[src/rtl/ym3438_mix_pkg.sv]
// rtl/ym3438_mix_pkg.sv - shared constants and helpers for the stereo frame mixer
package ym3438_mix_pkg;

    localparam int PAN_L = 1;
    localparam int PAN_R = 0;

    // Headroom for CH_COUNT worst-case terms (ladder adds one LSB) plus sign.
    function automatic int acc_w(input int in_w, input int ch_count);
        return in_w + $clog2(ch_count) + 1;
    endfunction

    function automatic logic signed [63:0] sat_s(input logic signed [63:0] acc,
                                                 input int out_w);
        logic signed [63:0] hi;
        logic signed [63:0] lo;
        if (out_w >= 64) begin
            return acc;
        end
        hi = (64'sd1 <<< (out_w - 1)) - 64'sd1;
        lo = -hi - 64'sd1;
        if (acc > hi) begin
            return hi;
        end
        if (acc < lo) begin
            return lo;
        end
        return acc;
    endfunction

endpackage

[src/rtl/ym3438_mix_slot_term.sv]
// rtl/ym3438_mix_slot_term.sv - per-side slot contribution, clean or ladder-offset
module ym3438_mix_slot_term #(
    parameter int IN_W   = 9,
    parameter int LADDER = 0
) (
    input  logic signed [IN_W-1:0] ch_val_i,
    input  logic                   act_i,
    output logic signed [IN_W:0]   term_o
);

    logic signed [IN_W:0] ext;

    assign ext = {ch_val_i[IN_W-1], ch_val_i};

    // Ladder mode: silent channels still leak +1/-1 depending on the value sign.
    always_comb begin
        term_o = '0;
        if (LADDER != 0) begin
            if (!ch_val_i[IN_W-1]) begin
                term_o = act_i ? ext + (IN_W+1)'(1) : (IN_W+1)'(1);
            end else begin
                term_o = act_i ? ext : '1;
            end
        end else begin
            term_o = act_i ? ext : '0;
        end
    end

endmodule

[src/rtl/ym3438_mix_acc.sv]
// rtl/ym3438_mix_acc.sv - frame accumulator producing a saturated stereo sample pair
module ym3438_mix_acc
    import ym3438_mix_pkg::*;
#(
    parameter int CH_COUNT = 6,
    parameter int IN_W     = 9,
    parameter int OUT_W    = 16,
    parameter int LADDER   = 0
) (
    input  logic                    MCLK,
    input  logic                    IC,
    input  logic                    slot_en,
    input  logic                    frame_sync,
    input  logic signed [IN_W-1:0]  ch_val,
    input  logic [1:0]              ch_pan,
    input  logic                    ch_en,
    output logic signed [OUT_W-1:0] out_l,
    output logic signed [OUT_W-1:0] out_r,
    output logic                    out_valid,
    input  logic                    out_ready,
    output logic                    overrun,
    output logic                    sync_err,
    input  logic                    flag_clr
);

    localparam int ACC_W = acc_w(IN_W, CH_COUNT);
    localparam int CNT_W = $clog2(CH_COUNT);
    localparam logic [CNT_W-1:0] LAST = CNT_W'(CH_COUNT - 1);

    logic [CNT_W-1:0]        cnt_q, cnt_d;
    logic signed [ACC_W-1:0] acc_l_q, acc_l_d, acc_r_q, acc_r_d;
    logic signed [OUT_W-1:0] out_l_q, out_l_d, out_r_q, out_r_d;
    logic                    valid_q, valid_d;
    logic                    overrun_q, overrun_d;
    logic                    sync_err_q, sync_err_d;

    logic signed [IN_W:0]    term_l, term_r;
    logic signed [ACC_W-1:0] sum_l, sum_r;
    logic signed [OUT_W-1:0] smp_l, smp_r;
    logic                    first_slot, last_slot, complete, mid_sync;

    ym3438_mix_slot_term #(.IN_W(IN_W), .LADDER(LADDER)) u_term_l (
        .ch_val_i (ch_val),
        .act_i    (ch_en & ch_pan[PAN_L]),
        .term_o   (term_l)
    );

    ym3438_mix_slot_term #(.IN_W(IN_W), .LADDER(LADDER)) u_term_r (
        .ch_val_i (ch_val),
        .act_i    (ch_en & ch_pan[PAN_R]),
        .term_o   (term_r)
    );

    always_comb begin
        // frame_sync re-aligns: the current slot becomes slot 0 regardless of the count.
        first_slot = frame_sync | (cnt_q == '0);
        last_slot  = !frame_sync && (cnt_q == LAST);
        mid_sync   = slot_en & frame_sync & (cnt_q != '0);
        complete   = slot_en & last_slot;

        sum_l = (first_slot ? '0 : acc_l_q) + ACC_W'(term_l);
        sum_r = (first_slot ? '0 : acc_r_q) + ACC_W'(term_r);
        smp_l = OUT_W'(sat_s(64'(sum_l), OUT_W));
        smp_r = OUT_W'(sat_s(64'(sum_r), OUT_W));

        cnt_d   = cnt_q;
        acc_l_d = acc_l_q;
        acc_r_d = acc_r_q;
        out_l_d = out_l_q;
        out_r_d = out_r_q;
        valid_d = valid_q;

        if (slot_en) begin
            if (frame_sync) begin
                cnt_d = CNT_W'(1);
            end else if (cnt_q == LAST) begin
                cnt_d = '0;
            end else begin
                cnt_d = cnt_q + 1'b1;
            end
            acc_l_d = sum_l;
            acc_r_d = sum_r;
        end

        if (complete) begin
            out_l_d = smp_l;
            out_r_d = smp_r;
            valid_d = 1'b1;
        end else if (valid_q && out_ready) begin
            valid_d = 1'b0;
        end

        overrun_d  = flag_clr ? 1'b0 : (overrun_q | (complete & valid_q & ~out_ready));
        sync_err_d = flag_clr ? 1'b0 : (sync_err_q | mid_sync);
    end

    always_ff @(posedge MCLK or negedge IC) begin
        if (!IC) begin
            cnt_q      <= '0;
            acc_l_q    <= '0;
            acc_r_q    <= '0;
            out_l_q    <= '0;
            out_r_q    <= '0;
            valid_q    <= 1'b0;
            overrun_q  <= 1'b0;
            sync_err_q <= 1'b0;
        end else begin
            cnt_q      <= cnt_d;
            acc_l_q    <= acc_l_d;
            acc_r_q    <= acc_r_d;
            out_l_q    <= out_l_d;
            out_r_q    <= out_r_d;
            valid_q    <= valid_d;
            overrun_q  <= overrun_d;
            sync_err_q <= sync_err_d;
        end
    end

    assign out_l     = out_l_q;
    assign out_r     = out_r_q;
    assign out_valid = valid_q;
    assign overrun   = overrun_q;
    assign sync_err  = sync_err_q;

endmodule

[config.mk]
export PLATFORM = sky130hd
export DESIGN_NAME = ym3438_mix_acc
export DESIGN_NICKNAME = d
export VERILOG_FILES = /design/src/rtl/ym3438_mix_pkg.sv /design/src/rtl/ym3438_mix_slot_term.sv /design/src/rtl/ym3438_mix_acc.sv
export SDC_FILE = /design/constraint.sdc
export NUM_CORES = 1
export LEC_CHECK = 0
export ABC_CLOCK_PERIOD_IN_PS = 5100
export CORE_MARGIN = 5
export CORE_UTILIZATION = 35
export DETAILED_ROUTE_END_ITERATION = 8
export GPL_ROUTABILITY_DRIVEN = 0
export PLACE_DENSITY = 0.59
export SLEW_MARGIN = 5
export SYNTH_ARGS = -nofsm -noshare
export SYNTH_HDL_FRONTEND = slang
export SYNTH_HIERARCHICAL = 1
export SYNTH_SLANG_ARGS = --single-unit
[constraint.sdc]
create_clock -name MCLK -period 5.1 [get_ports MCLK]
set_clock_uncertainty 0.1 [all_clocks]
set_input_delay 1.275 -clock MCLK [delete_from_list [all_inputs] [get_ports MCLK]]
set_output_delay 1.275 -clock MCLK [all_outputs]
set_load 0.005 [all_outputs]
# Word-level counts from Yosys, hierarchy flattened
# Index checks and enable logic that the tools add are counted.
[classes]
addsub = 3
multipliers = 0
div = 0
magnitude_cmp = 4
eq_ne = 1
n_shift = 0
n_mux = 24
n_bitwise = 11
n_reduce_logical = 6
[ops]
columns = ["operator", "n"]
rows = [
  ["$mux W16", 8],
  ["$gt A13 B16 Y1 const B", 2],
  ["$lt A13 B16 Y1 const B", 2],
  ["$add A13 B13 Y13", 2],
  ["$mux W13", 2],
  ["$mux W10", 2],
  ["$mux W1", 10],
  ["$and A1 B1 Y1", 7],
  ["$mux W3", 2],
  ["$add A3 B1 Y3 const B", 1],
  ["$eq A3 B3 Y1 const B", 1],
  ["$logic_not A3 Y1", 1],
  ["$or A1 B1 Y1", 3],
  ["$reduce_bool A3 Y1", 1],
  ["$logic_and A1 B1 Y1", 2],
  ["$reduce_bool A2 Y1", 1],
  ["$logic_not A1 Y1", 1],
  ["$not A1 Y1", 1],
]
[totals]
register_bits = 64
latch_bits = 0
ram_bits = 0
rom_bits = 0
inputBits = 18
out_inout_bits = 35
wordCells = 57
mem_count = 0

# Longest topological paths before layout
[depth]
depth_word = 9
mapped_depth = 11
mapped_depth_nobuf = 10

# By module
# Netlist, hierarchy kept.
[modules_own_cells]
columns = ["module", "n_inst", "cells_per_inst", "area_each_um2", "seq_area_each_um2"]
rows = [
  ["ym3438_mix_acc", 1, 402, 3783.6, 1501.4],
  ["ym3438_mix_slot_term", 2, 10, 63.8, 0.0],
]

# Worst setup path after synthesis
# No wires, ideal clock.
[synth_path]
kind = "input-to-reg"
startpoint = "input port frame_sync"
endpoint = "register out_l_q[14], in the netlist out_l[14]"
setup_time_ns = 0.070
t_arrival_ns = 3.382
setup_slack_ns = 1.549
cell_stages = 10
n_path_buf = 1
cell_sequence = "nor2_1 > clkbuf_1 > and2_1 > ha_1 > fa_1 > a21oi_1 > o221a_2 > a211oi_1 > or4_1 > nand3_1"
[synth_via]
elab_chain_len = 8
word_cells_on_any_way = 14
classes_between = "1 x add/sub; 2 x order compare; 7 x mux; 2 x bitwise; 2 x reduce/logical"
[synth_lines]
columns = ["item", "line_no", "source"]
rows = [
  ["start: declaration", "ym3438_mix_acc.sv:13", "input logic frame_sync,"],
  ["$or A1 B1 Y1", "ym3438_mix_acc.sv:56", "first_slot = frame_sync | (cnt_q == '0);"],
  ["$mux W13", "ym3438_mix_acc.sv:61", "sum_l = (first_slot ? '0 : acc_l_q) + ACC_W'(term_l);"],
  ["$add A13 B13 Y13", "ym3438_mix_acc.sv:61", ""],
  ["$lt A13 B16 Y1", "ym3438_mix_pkg.sv:24", "if (acc < lo) begin"],
  ["$mux W1 (2 in series)", "ym3438_mix_pkg.sv:24", ""],
  ["$mux W16", "ym3438_mix_pkg.sv:27", "return acc;"],
  ["$mux W16", "ym3438_mix_pkg.sv:24", ""],
  ["end signal: assignment", "ym3438_mix_acc.sv:111", "out_l_q <= out_l_d;"],
  ["end: declaration", "ym3438_mix_acc.sv:32", "logic signed [OUT_W-1:0] out_l_q, out_l_d, out_r_q, out_r_d;"],
]
# Several ways; a longest one is shown, not always the timed one. The select of a mux whose other input is x is not followed.
# A chain may end at the register's enable or synchronous reset.

# Final worst setup path
[layout_path]
startpoint = "input port frame_sync"
endpoint = "register acc_r_q[10]"
[layout_via]
elab_chain_len = 3
[layout_lines]
columns = ["item", "line_no", "source"]
rows = [
  ["$or A1 B1 Y1", "ym3438_mix_acc.sv:56", ""],
  ["$mux W13", "ym3438_mix_acc.sv:62", "sum_r = (first_slot ? '0 : acc_r_q) + ACC_W'(term_r);"],
  ["$add A13 B13 Y13", "ym3438_mix_acc.sv:62", ""],
  ["end signal: assignment", "ym3438_mix_acc.sv:110", "acc_r_q <= acc_r_d;"],
  ["end: declaration", "ym3438_mix_acc.sv:31", "logic signed [ACC_W-1:0] acc_l_q, acc_l_d, acc_r_q, acc_r_d;"],
]
# Every way passes these cells.

==> impl_table.tex <==
\begin{tabular}{lr}
\hline
Metric & Value \\
\hline
\multicolumn{2}{l}{\textbf{Finish}} \\
Area growth syn-to-layout & 20.38\% \\
Number of inserted diodes & 0 \\
Most frequent standard cell in the layout excluding fill and tap cells & dfrtp\_1 \\
Share of final-layout standard cells stronger than drive strength 1 & 10.81\% \\
Post-Layout Cell Count & 612 \\
Layout net count & 511 \\
Final Core Density & 43.24\% \\
Most used cells in the layout excluding fill and tap cells & 60 x dfrtp\_1, 55 x nand2\_1, 51 x clkdlybuf4s50\_1, 45 x and2\_1, 24 x ha\_1 \\
\multicolumn{2}{l}{\textbf{Logic synthesis}} \\
Synth Register Bits & 60 \\
Sequential share of the synthesized area & 38.39\% \\
Commonest register cell after synthesis & dfrtp\_1 \\
Post-synth net total & 466 \\
Synth cell types & 56 \\
Post-synthesis average cell area & 9.268 µm² \\
Number of warnings issued by yosys & 6 \\
Cell area after technology mapping & 0.003911 mm² \\
Gate count of the mapped netlist & 422 \\
Number of flops mapped to enable cells by yosys & 0 \\
Proportion of synthesized flip-flops having asynchronous set or reset & 100.0\% \\
\multicolumn{2}{l}{\textbf{Route}} \\
Drt wl/cell & 14.89 µm \\
Number of nets still failing antenna checks after routing & 0 \\
Final Routed Wirelength & 9.110 mm \\
Vias per inst & 5.243 \\
Number of optimization iterations in the first detailed-route pass & 4 \\
Via count & 3,209 \\
Detailed Route Iter0 Violations & 105 \\
Remaining design rule violation count & 0 \\
\multicolumn{2}{l}{\textbf{STA}} \\
Fmax & 0.2473 GHz \\
RSZ-0062 raised after global routing & no \\
Final worst hold slack & 371.4 ps \\
Actual transition at the worst max-transition pin & 901.1 ps \\
Hold Fails Final Rpt & 0 \\
Slew Limit Fails & 0 \\
Setup Viol. Count Final & 0 \\
Max-slew headroom at the worst pin & 39.92\% \\
Final period utilization & 79.30\% \\
Minimum clock period & 4044 ps \\
Final total negative setup slack & 0 ps \\
\multicolumn{2}{l}{\textbf{CTS}} \\
Total of cells resized after clock tree synthesis & 0 \\
Clock buffers created by TritonCTS & 9 \\
Maximum number of buffers from clock root to sink & 2 \\
\# clock sinks & 60 \\
Number of post-CTS setup repair buffers & 0 \\
TritonCTS clock tree & done \\
H-tree levels & 3 \\
Clock slew at reported path FFs & 70 ps \\
Clock Latency Late Sink & 340 ps \\
Hold-fix buffers, CTS & 0 \\
Buffer type at the clock tree root & clkbuf\_8 \\
\multicolumn{2}{l}{\textbf{Die}} \\
Die H & 115.7 µm \\
Number of rows in the core area & 38 \\
Num ports & 53 \\
Total die area & 0.01339 mm² \\
Chip width & 115.7 µm \\
Starting density of the core & 35.92\% \\
Core Area & 0.01089 mm² \\
\multicolumn{2}{l}{\textbf{Power}} \\
Peak ir drop on the vdd network & 0.1440 mV \\
Switching power & 0.4402 mW \\
Leakage & 2.150 nW \\
Fraction of power consumed by combinational cells & 29.3\% \\
Internal power summed over all cells & 1.031 mW \\
Areal power density over the cells & 312.5 mW/mm² \\
Switching Share & 29.92\% \\
Clock network power share & 28.3\% \\
Power, Total & 1.471 mW \\
Sequential power share & 42.4\% \\
\multicolumn{2}{l}{\textbf{Place}} \\
DP HPWL & 6.614 mm \\
Number of buffers added on ports & 52 \\
Placed cell count & 596 \\
\multicolumn{2}{l}{\textbf{Worst setup path}} \\
Crit path DAT & 4150 ps \\
Worst Setup End Kind & register \\
Startpoint kind of the worst setup timing path & input port \\
Crit Path Max Fanout & 24 \\
Path type of the worst setup path & in -> reg \\
Required time reported for the critical path endpoint & 5210 ps \\
Worst Reg2Reg Path Length in Cells & 11 \\
End of the worst register-to-register path & acc\_r\_q[10] \\
Reg-to-reg critical path startpoint & cnt\_q[1] \\
Worst R2R Setup Slack & 1830 ps \\
\multicolumn{2}{l}{\textbf{Min path}} \\
Worst min-delay path category & reg -> reg \\
Instance count along the most critical hold path & 2 \\
Hold path startpoint & acc\_r\_q[8] \\
Hold endpoint & acc\_r\_q[8] \\
\multicolumn{2}{l}{\textbf{Global routing}} \\
Largest net degree at the start of global routing & 41 \\
Global-route wire length before repair & 15.64 mm \\
Global-route total usage across every layer & 14.65\% \\
Number of antenna violations at the first check in global routing & 0 \\
Vias in the first global route & 3,132 \\
Gr ovfl total & 0 \\
\multicolumn{2}{l}{\textbf{Job}} \\
Max-capacitance violation count & 0 \\
\multicolumn{2}{l}{\textbf{Outcome}} \\
Result of the run & completed \\
\hline
\end{tabular}
-- power groups by stage --
stage / sequential [mW] / clock (mW) / combinational, mW
after floorplan: 0.630 / 0 / 0.235
after global placement: 0.632 / 0 / 0.431
after detailed placement: 0.634 / 0 / 0.437
after CTS: 0.626 / 0.430 / 0.439
after global routing: 0.639 / 0.454 / 0.477
final: 0.624 / 0.416 / 0.431
-- state kept, by name (all words and copies together) (netlist names) --
name,flops
out_valid,1
cnt_q,3
sync_err,1
out_r,14
acc_l_q,13
overrun,1
acc_r_q,13
out_l,14
-- critical path: stages --
cell and delay [ps]:
clkdlybuf4s50_1 570, nor2_1 70, buf_4 210, and2_1 180, ha_1 200, fa_1 400, a21oi_1 200, nand4b_1 190
nand2_1 140, a2111oi_0 560, o31ai_1 140
-- layer usage --
metal / track usage, % / wire [µm] / vias up
li1: - / - / 1607
met1: 20.18 / 4408 / 1530
met2: 22.96 / 4206 / 61
met3: 2.977 / 348 / 11
met4: 5.259 / 147 / 0
met5: 0 / 0 / -
-- area by class of cell --
cell class | count | area [µm²]
multi-input combinational | 332 | 2265
fill | 1049 | 6180
timing repair buffer | 57 | 553.0
sequential | 60 | 1501
inverter | 7 | 26.28
tap | 140 | 175.2
clock inverter | 4 | 22.52
clock buffer | 12 | 165.2
-- how the worst max path moves through the flow --
stage	from	end	slack (ps)	depth (start not counted)
final	frame_sync	acc_r_q[10]	1060	11
after floorplan	frame_sync	out_l[14]	1550	10
after detailed placement	frame_sync	acc_r_q[10]	720	11
after CTS	frame_sync	acc_r_q[10]	1050	11
after global placement	frame_sync	out_l[14]	790	11
after global routing	frame_sync	out_r[10]	810	11
-- synthesized netlist by cell type, types with 5 or more instances --
cell	instances	area, µm²
a21o_1	9	67.56
inv_1	6	22.52
buf_4	7	52.55
nor2_1	20	75.07
and2_1	45	281.5
nand3_1	17	85.08
a21oi_1	18	90.09
a31oi_1	7	43.79
xnor2_1	12	105.1
o21ai_0	15	75.07
a221oi_1	5	43.79
mux2_2	22	247.7
nor3_1	8	40.04
clkbuf_1	9	33.78
dfrtp_1	60	1501
nand2_1	55	206.5
buf_2	5	25.02
ha_1	24	300.3
o21a_1	5	37.54
-- cell families (layout without fill, tap and decap cells) --
family          count (synthesis)  after routing  synth area share (%)
simple gates                  174            174                 23.03
compound gates                 94             94                 16.25
flops                          60             60                 38.39
buf+inv                        30             80                 3.711
fa+ha+maj                      26             26                 8.701
mux                            22             22                 6.334
xor+xnor                       16             16                 3.583
-- metrics by stage --
step,instance area (µm²),setup slack (ps)
floorplan,3911,1549
global placement,4521,788.0
detailed placement,4521,715.7
CTS,4708,1055
global route,4708,806.1
finish,4708,1056
(Power assumes the default switching activity.)
